## src/rtl/mcu_pkg.sv

```systemverilog
// Core-wide constants and types shared by the program-counter logic.
package mcu_pkg;

    localparam int PC_W        = 11;
    localparam int STACK_DEPTH = 16;
    localparam int DEPTH_W     = $clog2(STACK_DEPTH) + 1;

    localparam logic [PC_W-1:0] RESET_VEC = 11'h000;
    localparam logic [PC_W-1:0] IRQ_VEC   = 11'h004;

    // Where the next fetch address comes from.
    typedef enum logic [2:0] {
        SRC_SEQ  = 3'd0,
        SRC_IRQ  = 3'd1,
        SRC_RET  = 3'd2,
        SRC_CALL = 3'd3,
        SRC_JUMP = 3'd4,
        SRC_PCL  = 3'd5
    } pc_src_e;

endpackage

```

## src/rtl/stack_depth_mon.sv

```systemverilog
// Shadow occupancy counter for the call stack. The stack wraps silently,
// so over/underflow are detected here and latched as sticky flags.
module stack_depth_mon
    import mcu_pkg::*;
(
    input  logic               clk,
    input  logic               reset_n,
    input  logic               hold,
    input  logic               push,
    input  logic               pop,
    input  logic               clr_err,
    output logic [DEPTH_W-1:0] depth,
    output logic               stk_ovf,
    output logic               stk_unf
);

    localparam logic [DEPTH_W-1:0] DEPTH_MAX = DEPTH_W'(STACK_DEPTH);

    logic [DEPTH_W-1:0] depth_q, depth_d;
    logic               ovf_q, ovf_d;
    logic               unf_q, unf_d;

    // Next occupancy and flags; a new error in the clearing cycle wins.
    always_comb begin
        depth_d = depth_q;
        ovf_d   = ovf_q;
        unf_d   = unf_q;
        if (!hold) begin
            if (clr_err) begin
                ovf_d = 1'b0;
                unf_d = 1'b0;
            end
            if (push) begin
                if (depth_q == DEPTH_MAX) begin
                    ovf_d = 1'b1;
                end else begin
                    depth_d = depth_q + 1'b1;
                end
            end else if (pop) begin
                if (depth_q == '0) begin
                    unf_d = 1'b1;
                end else begin
                    depth_d = depth_q - 1'b1;
                end
            end
        end
    end

    // State registers with synchronous active-low reset.
    always_ff @(posedge clk) begin
        if (!reset_n) begin
            depth_q <= '0;
            ovf_q   <= 1'b0;
            unf_q   <= 1'b0;
        end else begin
            depth_q <= depth_d;
            ovf_q   <= ovf_d;
            unf_q   <= unf_d;
        end
    end

    assign depth   = depth_q;
    assign stk_ovf = ovf_q;
    assign stk_unf = unf_q;

endmodule

```

## src/rtl/pc_sequencer.sv

```systemverilog
// Program counter and next-address selection. Drives push/pop/data into
// the hardware call stack and requests a fetch flush on any redirect.
module pc_sequencer
    import mcu_pkg::*;
(
    input  logic               clk,
    input  logic               reset_n,
    input  logic               stall,
    input  logic               irq_take,
    input  logic               ret,
    input  logic               call,
    input  logic               jump,
    input  logic [PC_W-1:0]    target,
    input  logic               pcl_wr,
    input  logic [7:0]         pcl_data,
    input  logic [4:0]         pclath,
    input  logic               skip,
    input  logic               clr_err,
    input  logic [PC_W-1:0]    stack_top,
    output logic [PC_W-1:0]    pc,
    output logic               stack_push,
    output logic               stack_pop,
    output logic [PC_W-1:0]    stack_din,
    output logic               flush,
    output logic [DEPTH_W-1:0] depth,
    output logic               stk_ovf,
    output logic               stk_unf
);

    logic [PC_W-1:0] pc_q, pc_d;
    logic            flush_q, flush_d;
    logic            accept;
    logic            redirect;
    pc_src_e         src;
    logic            unused_pclath;

    // Only the low three PCLATH bits reach the 11-bit program counter.
    assign unused_pclath = ^pclath[4:3];

    // An event is acted on only out of reset and while not stalled.
    assign accept   = reset_n & ~stall;
    assign redirect = irq_take | ret | call | jump | pcl_wr | skip;

    // Stack strobes; an interrupt pre-empts a return, a return pre-empts a call.
    assign stack_push = (irq_take | (call & ~ret)) & accept;
    assign stack_pop  = ret & ~irq_take & accept;
    assign stack_din  = pc_q;

    // Priority select of the next-pc source and flush request.
    always_comb begin
        src     = SRC_SEQ;
        pc_d    = pc_q;
        flush_d = 1'b0;
        if (irq_take) begin
            src = SRC_IRQ;
        end else if (ret) begin
            src = SRC_RET;
        end else if (call) begin
            src = SRC_CALL;
        end else if (jump) begin
            src = SRC_JUMP;
        end else if (pcl_wr) begin
            src = SRC_PCL;
        end
        if (accept) begin
            flush_d = redirect;
            case (src)
                SRC_IRQ:  pc_d = IRQ_VEC;
                SRC_RET:  pc_d = stack_top;
                SRC_CALL: pc_d = target;
                SRC_JUMP: pc_d = target;
                SRC_PCL:  pc_d = {pclath[2:0], pcl_data};
                default:  pc_d = pc_q + 1'b1;   // sequential and skip; wraps
            endcase
        end
    end

    // PC and flush registers with synchronous active-low reset.
    always_ff @(posedge clk) begin
        if (!reset_n) begin
            pc_q    <= RESET_VEC;
            flush_q <= 1'b0;
        end else begin
            pc_q    <= pc_d;
            flush_q <= flush_d;
        end
    end

    assign pc    = pc_q;
    assign flush = flush_q;

    stack_depth_mon u_depth_mon (
        .clk     (clk),
        .reset_n (reset_n),
        .hold    (stall),
        .push    (stack_push),
        .pop     (stack_pop),
        .clr_err (clr_err),
        .depth   (depth),
        .stk_ovf (stk_ovf),
        .stk_unf (stk_unf)
    );

endmodule
```

## config.mk

```make
export PLATFORM = sky130hd
export DESIGN_NAME = pc_sequencer
export DESIGN_NICKNAME = d
export VERILOG_FILES = /design/src/rtl/mcu_pkg.sv /design/src/rtl/stack_depth_mon.sv /design/src/rtl/pc_sequencer.sv
export SDC_FILE = /design/constraint.sdc
export NUM_CORES = 1
export LEC_CHECK = 0
export ABC_CLOCK_PERIOD_IN_PS = 4100
export CORE_ASPECT_RATIO = 1.2
export CORE_MARGIN = 8
export CORE_UTILIZATION = 42
export DETAILED_ROUTE_END_ITERATION = 12
export PLACE_DENSITY = 0.95
export RECOVER_POWER = 100
export SYNTH_ARGS = -nofsm -noshare
export SYNTH_HDL_FRONTEND = slang
export SYNTH_SLANG_ARGS = --single-unit
export TNS_END_PERCENT = 30
```

## constraint.sdc

```tcl
create_clock -name clk -period 4.1 [get_ports clk]
set_input_delay 0.41 -clock clk [delete_from_list [all_inputs] [get_ports clk]]
set_output_delay 0.41 -clock clk [all_outputs]
set_load 0.1 [all_outputs]
```

# ---- Word level (Yosys, flattened, before mapping)
# Cells that the tools add are included.
dict set report totals {
  regBits 19
  output_inout_bits 32
  wordCells 52
  in_bits 45
}
dict set report classes {
  mux 17
  n_reduce_logical 5
  n_addsub 3
  n_eq_ne 8
  bitwise_logic 14
}
# operator count
set op_table {}
lappend op_table {{$pmux 11 s4} 1}
lappend op_table {{$mux 5} 4}
lappend op_table {{$mux 3} 5}
lappend op_table {{$add 11x1->11 const B} 1}
lappend op_table {{$mux 1} 7}
lappend op_table {{$eq 3x2->1 const B} 2}
lappend op_table {{$eq 3x3->1 const B} 2}
lappend op_table {{$or 1x1->1} 6}
lappend op_table {{$add 5x1->5 const B} 1}
lappend op_table {{$and 1x1->1} 5}
lappend op_table {{$eq 5x5->1 const B} 1}
lappend op_table {{$logic_not 5->1} 1}
lappend op_table {{$sub 5x1->5 const B} 1}
lappend op_table {{$ne 2x2->1 const B} 2}
lappend op_table {{$reduce_and 4->1} 1}
lappend op_table {{$eq 3x1->1 const B} 1}
lappend op_table {{$not 1->1} 3}
lappend op_table {{$reduce_and 2->1} 1}
lappend op_table {{$reduce_bool 2->1} 1}
lappend op_table {{$reduce_or 2->1} 1}

# ---- Longest topological paths before layout
dict set report depth {
  ltp_word 8
  mapped_depth 8
  mapped_depth_nobuf 8
}

# ---- Modules after synthesis
# A second synthesis with hierarchy kept.
dict set report unflattened {
  cells_unflattened 186
  area_unflattened_um2 1508.9
}
# module cells_per_inst instances area_per_inst_um2 seq_area_each_um2
set modules_own_cells {}
lappend modules_own_cells {pc_sequencer 141 1 1072.3 240.2}
lappend modules_own_cells {stack_depth_mon 45 1 436.7 140.1}

# ---- Worst setup path after synthesis
# No wires, ideal clock.
dict set report synth_path {
  path_kind {input to output}
  from {input port ret}
  to {output port stack_pop}
  stages 3
  path_buffers 1
  slack_ps 863
  required_ps 3690
  arrival_time_ps 2827
  cell_sequence {clkbuf_1 inv_1 nor3_1}
}
dict set report synth_via {
  elab_chain_cells 2
}
# element line_no
set synth_rtl {}
lappend synth_rtl {{start, declared} pc_sequencer.sv:10} ;# input logic ret,
lappend synth_rtl {{$and 1x1->1 (2 in series)} pc_sequencer.sv:46} ;# assign stack_pop = ret & ~irq_take & accept;
lappend synth_rtl {{end, declared} pc_sequencer.sv:22} ;# output logic stack_pop,
# No other way between the ends.

# ---- Worst setup path after layout
dict set report layout_path {
  from {input port stall}
  to {output port stack_push}
}
dict set report layout_via {
  elab_chain_cells 3
}
# element line_no
set layout_rtl {}
lappend layout_rtl {{start, declared} pc_sequencer.sv:8} ;# input logic stall,
lappend layout_rtl {{$not 1->1 (no line)} --}
lappend layout_rtl {{$and 1x1->1} pc_sequencer.sv:41} ;# assign accept = reset_n & ~stall;
lappend layout_rtl {{$and 1x1->1} pc_sequencer.sv:45} ;# assign stack_push = (irq_take | (call & ~ret)) & accept;
lappend layout_rtl {{end, declared} pc_sequencer.sv:21} ;# output logic stack_push,
# No other way between the ends.

==> out/results.tsv <==
stage	metric	value	unit
grt	Congestion Overflow GR	0	
synth	Primary FF master, synth	dfxtp_1	
synth	xor and xnor area share after synthesis	4.321	%
detailed_routing	routed wire length per instance	16.88	um
pwr	leakage	0.8960	nW
sta	RSZ-0062 raised after global routing	no	
clock_tree	CTS H-tree depth	1	
grt	antenna violations before repair	0	
run	maxcap violations	0	
synth	largest family of logic cells by synthesized area	compound AO/OA/AOI/OAI gates	
clock_tree	cts bufs inserted	3	
clock_tree	maximum root-to-sink buffer count	2	
sta	TNS Setup	0	ps
run_status	status	completed	
clock_tree	clk sinks	19	
synth	Post-synth EDFFs	0	
floorplanning	num ports	77	
worst_setup_path	worst path arrival time	2660	ps
grt	Tot GR Track Use	16.82	%
grt	first-pass GRT wire length	7.852	mm
worst_setup_path	CP Launch Type	input port	
detailed_routing	routed wire length	4.693	mm
finish	Layout area overhead	48.06	%
pwr	power density cells	360.9	nW/um^2
synth	post-synthesis average cell area	7.839	um^2
finish	Antenna Cells	0	
sta	Final setup violation count	0	
sta	Post-Route Skew	1.981	ps
sta	Slew headroom	22.28	%
floorplanning	die width	69.06	um
detailed_routing	TritonRoute pass-1 iters	4	
floorplanning	height of the die	79.67	um
synth	Post-Syn Nets	231	
finish	finished layout cell area	2101	um^2
worst_setup_path	worst-path maximum fanout	12	
synth	Post-Synthesis Cells	181	
worst_setup_path	Setup CP Type	in -> out	
placement	placed insts	274	
sta	Tcrit/Tclk final	74.76	%
detailed_routing	Final ANT Viol Nets	0	
detailed_routing	Starting DRT DRC Count	115	
synth	yosys warns	0	
pwr	Overall Power	758.2	uW
finish	final net count	292	
grt	largest net degree at the start of global routing	17	
placement	IO buf count	74	
pwr	worst vdd ir	0.2884	mV
detailed_routing	DRC Markers	0	
synth	Synth cell types	52	
clock_tree	cts hold-fix bufs	0	
synth	post-synthesis mux area share	1.411	%
placement	final weighted congestion in routability-driven placement	0.8343	
placement	dpl hpwl	3.656	mm
worst_hold_path	Hold Path Class	reg -> reg	
placement	Area after DPL	2087	um^2
clock_tree	CTS resizes	0	
synth	post-synthesis adder-cell area fraction	4.938	%
floorplanning	Starting Density	43.25	%
floorplanning	# rows	23	
sta	Worst-Margin Slew	1171	ps
worst_setup_path	WP data required	3690	ps
synth	Seq/Total Area, Yosys	26.81	%
clock_tree	CTS tree	built	
grt	vias in the first global route	1704	
finish	share of layout cells above drive strength 1	4.564	%
clock_tree	Reg clk slew, reported paths	70	ps
floorplanning	core area	3281	um^2
clock_tree	Clock Latency Late Sink	260	ps
synth	simple-gate share of the synthesized area	23.81	%
finish	commonest non-fill, non-tap cell in the layout	clkdlybuf4s50_1	
worst_setup_path	kind of end point of the critical path	output port	
synth	post-synthesis compound-gate area fraction	28.31	%
floorplanning	die outline area	5502	um^2
sta	Fin. Hold Viols	0	
synth	Post-Synthesis Cell Area	1419	um^2
finish	most frequent cells in the layout	clkdlybuf4s50_1, dlygate4sd3_1, nand2_1, dfxtp_1, nor2_1	
sta	Max Clock Freq	326.3	MHz
finish	final std cells w/o fill	278	
synth	Seq cells post-synth	19	
synth	ys async rst share	0	%
detailed_routing	DR vias	1608	
clock_tree	clock root cell	clkbuf_8	
detailed_routing	via/cell ratio	5.784	
clock_tree	setup bufs post-CTS	0	
sta	Tmin final	3065	ps
sta	Max Transition Viols Final	0	
==> final timing paths <==
kind / startpoint / end / slack (ps) / depth (start not counted)
max reg2reg: u_depth_mon.depth[4] / u_depth_mon.depth[4] / 2360 / 4
min reg2reg: u_depth_mon.stk_ovf / u_depth_mon.stk_ovf / 470 / 2
min: u_depth_mon.stk_ovf / u_depth_mon.stk_ovf / 470 / 2
max: stall / stack_push / 1030 / 5
==> power breakdown <==
group | switching, mW | internal, mW
sequential | 0.0255 | 0.204
clock | 0.0642 | 0.0676
combinational | 0.277 | 0.120
total | 0.367 | 0.391
==> sequential cells by signal, summed over array words and instances (netlist names) <==
signal,flops
pc,11
u_depth_mon.stk_ovf,1
u_depth_mon.stk_unf,1
flush,1
u_depth_mon.depth,5
==> Yosys cell counts (2+ instances only) <==
| library cell | instances | area [um^2] |
|---|---|---|
| dfxtp_1 | 19 | 380.4 |
| nand2_1 | 19 | 71.32 |
| nor2_1 | 18 | 67.56 |
| a21oi_1 | 12 | 60.06 |
| o21ai_0 | 12 | 60.06 |
| buf_4 | 11 | 82.58 |
| nand3_1 | 9 | 45.04 |
| inv_1 | 5 | 18.77 |
| xnor2_1 | 5 | 43.79 |
| a221oi_1 | 4 | 35.03 |
| clkbuf_1 | 4 | 15.01 |
| ha_1 | 4 | 50.05 |
| a21o_1 | 3 | 22.52 |
| a22oi_1 | 3 | 22.52 |
| buf_2 | 3 | 15.01 |
| a211oi_1 | 2 | 15.01 |
| a221o_1 | 2 | 20.02 |
| a31oi_1 | 2 | 12.51 |
| and2_1 | 2 | 12.51 |
| and3_1 | 2 | 12.51 |
| and4_1 | 2 | 17.52 |
| mux2i_1 | 2 | 20.02 |
| nand2b_1 | 2 | 12.51 |
| nor2b_1 | 2 | 12.51 |
| nor3_1 | 2 | 10.01 |
| nor4_1 | 2 | 12.51 |
| or2_2 | 2 | 12.51 |
| xor2_1 | 2 | 17.52 |
==> stage by stage <==
step | worst slack [ps] | hold slack (ps) | utilization, %
after floorplan | 862.8 | 530.7 | -
after global placement | 1021 | 461.6 | 63.62
after detailed placement | 972.0 | 469.1 | 63.62
after CTS | 1251 | 479.5 | 65.03
after global routing | 836.8 | 524.3 | 64.04
final | 1035 | 474.9 | 64.04
==> cell type report <==
| cell class | instances | area (um^2) |
|---|---|---|
| sequential | 19 | 380.4 |
| clock buffer | 3 | 41.29 |
| fill | 296 | 1180 |
| multi-input combinational | 137 | 862.1 |
| tap | 37 | 46.29 |
| inverter | 5 | 18.77 |
| timing repair buffer | 76 | 747.0 |
| clock inverter | 1 | 5.005 |
==> critical path, cell delays in order <==
cell           delay (ps)
dlygate4sd3_1         710
nand2b_1              230
o21bai_1              320
inv_1                 110
clkbuf_1              870
==> logic make-up after synthesis <==
kind of cell | Yosys count
multiplexers | 2
buffers and inverters | 25
adder cells (fa/ha/maj) | 5
AND/OR/NAND/NOR | 67
AO/OA/AOI/OAI | 56
XOR/XNOR | 7
flip-flops | 19
==> layer usage <==
metal	vias to the layer above	part of all wire (%)	global-route usage (%)
met5	-	0	0
met4	0	2.6	8.419
met3	12	5.9	4.353
met2	77	53	29.92
met1	746	39	18.08
li1	773	-	-
No activity file was read; power rests on OpenSTA's default activity.
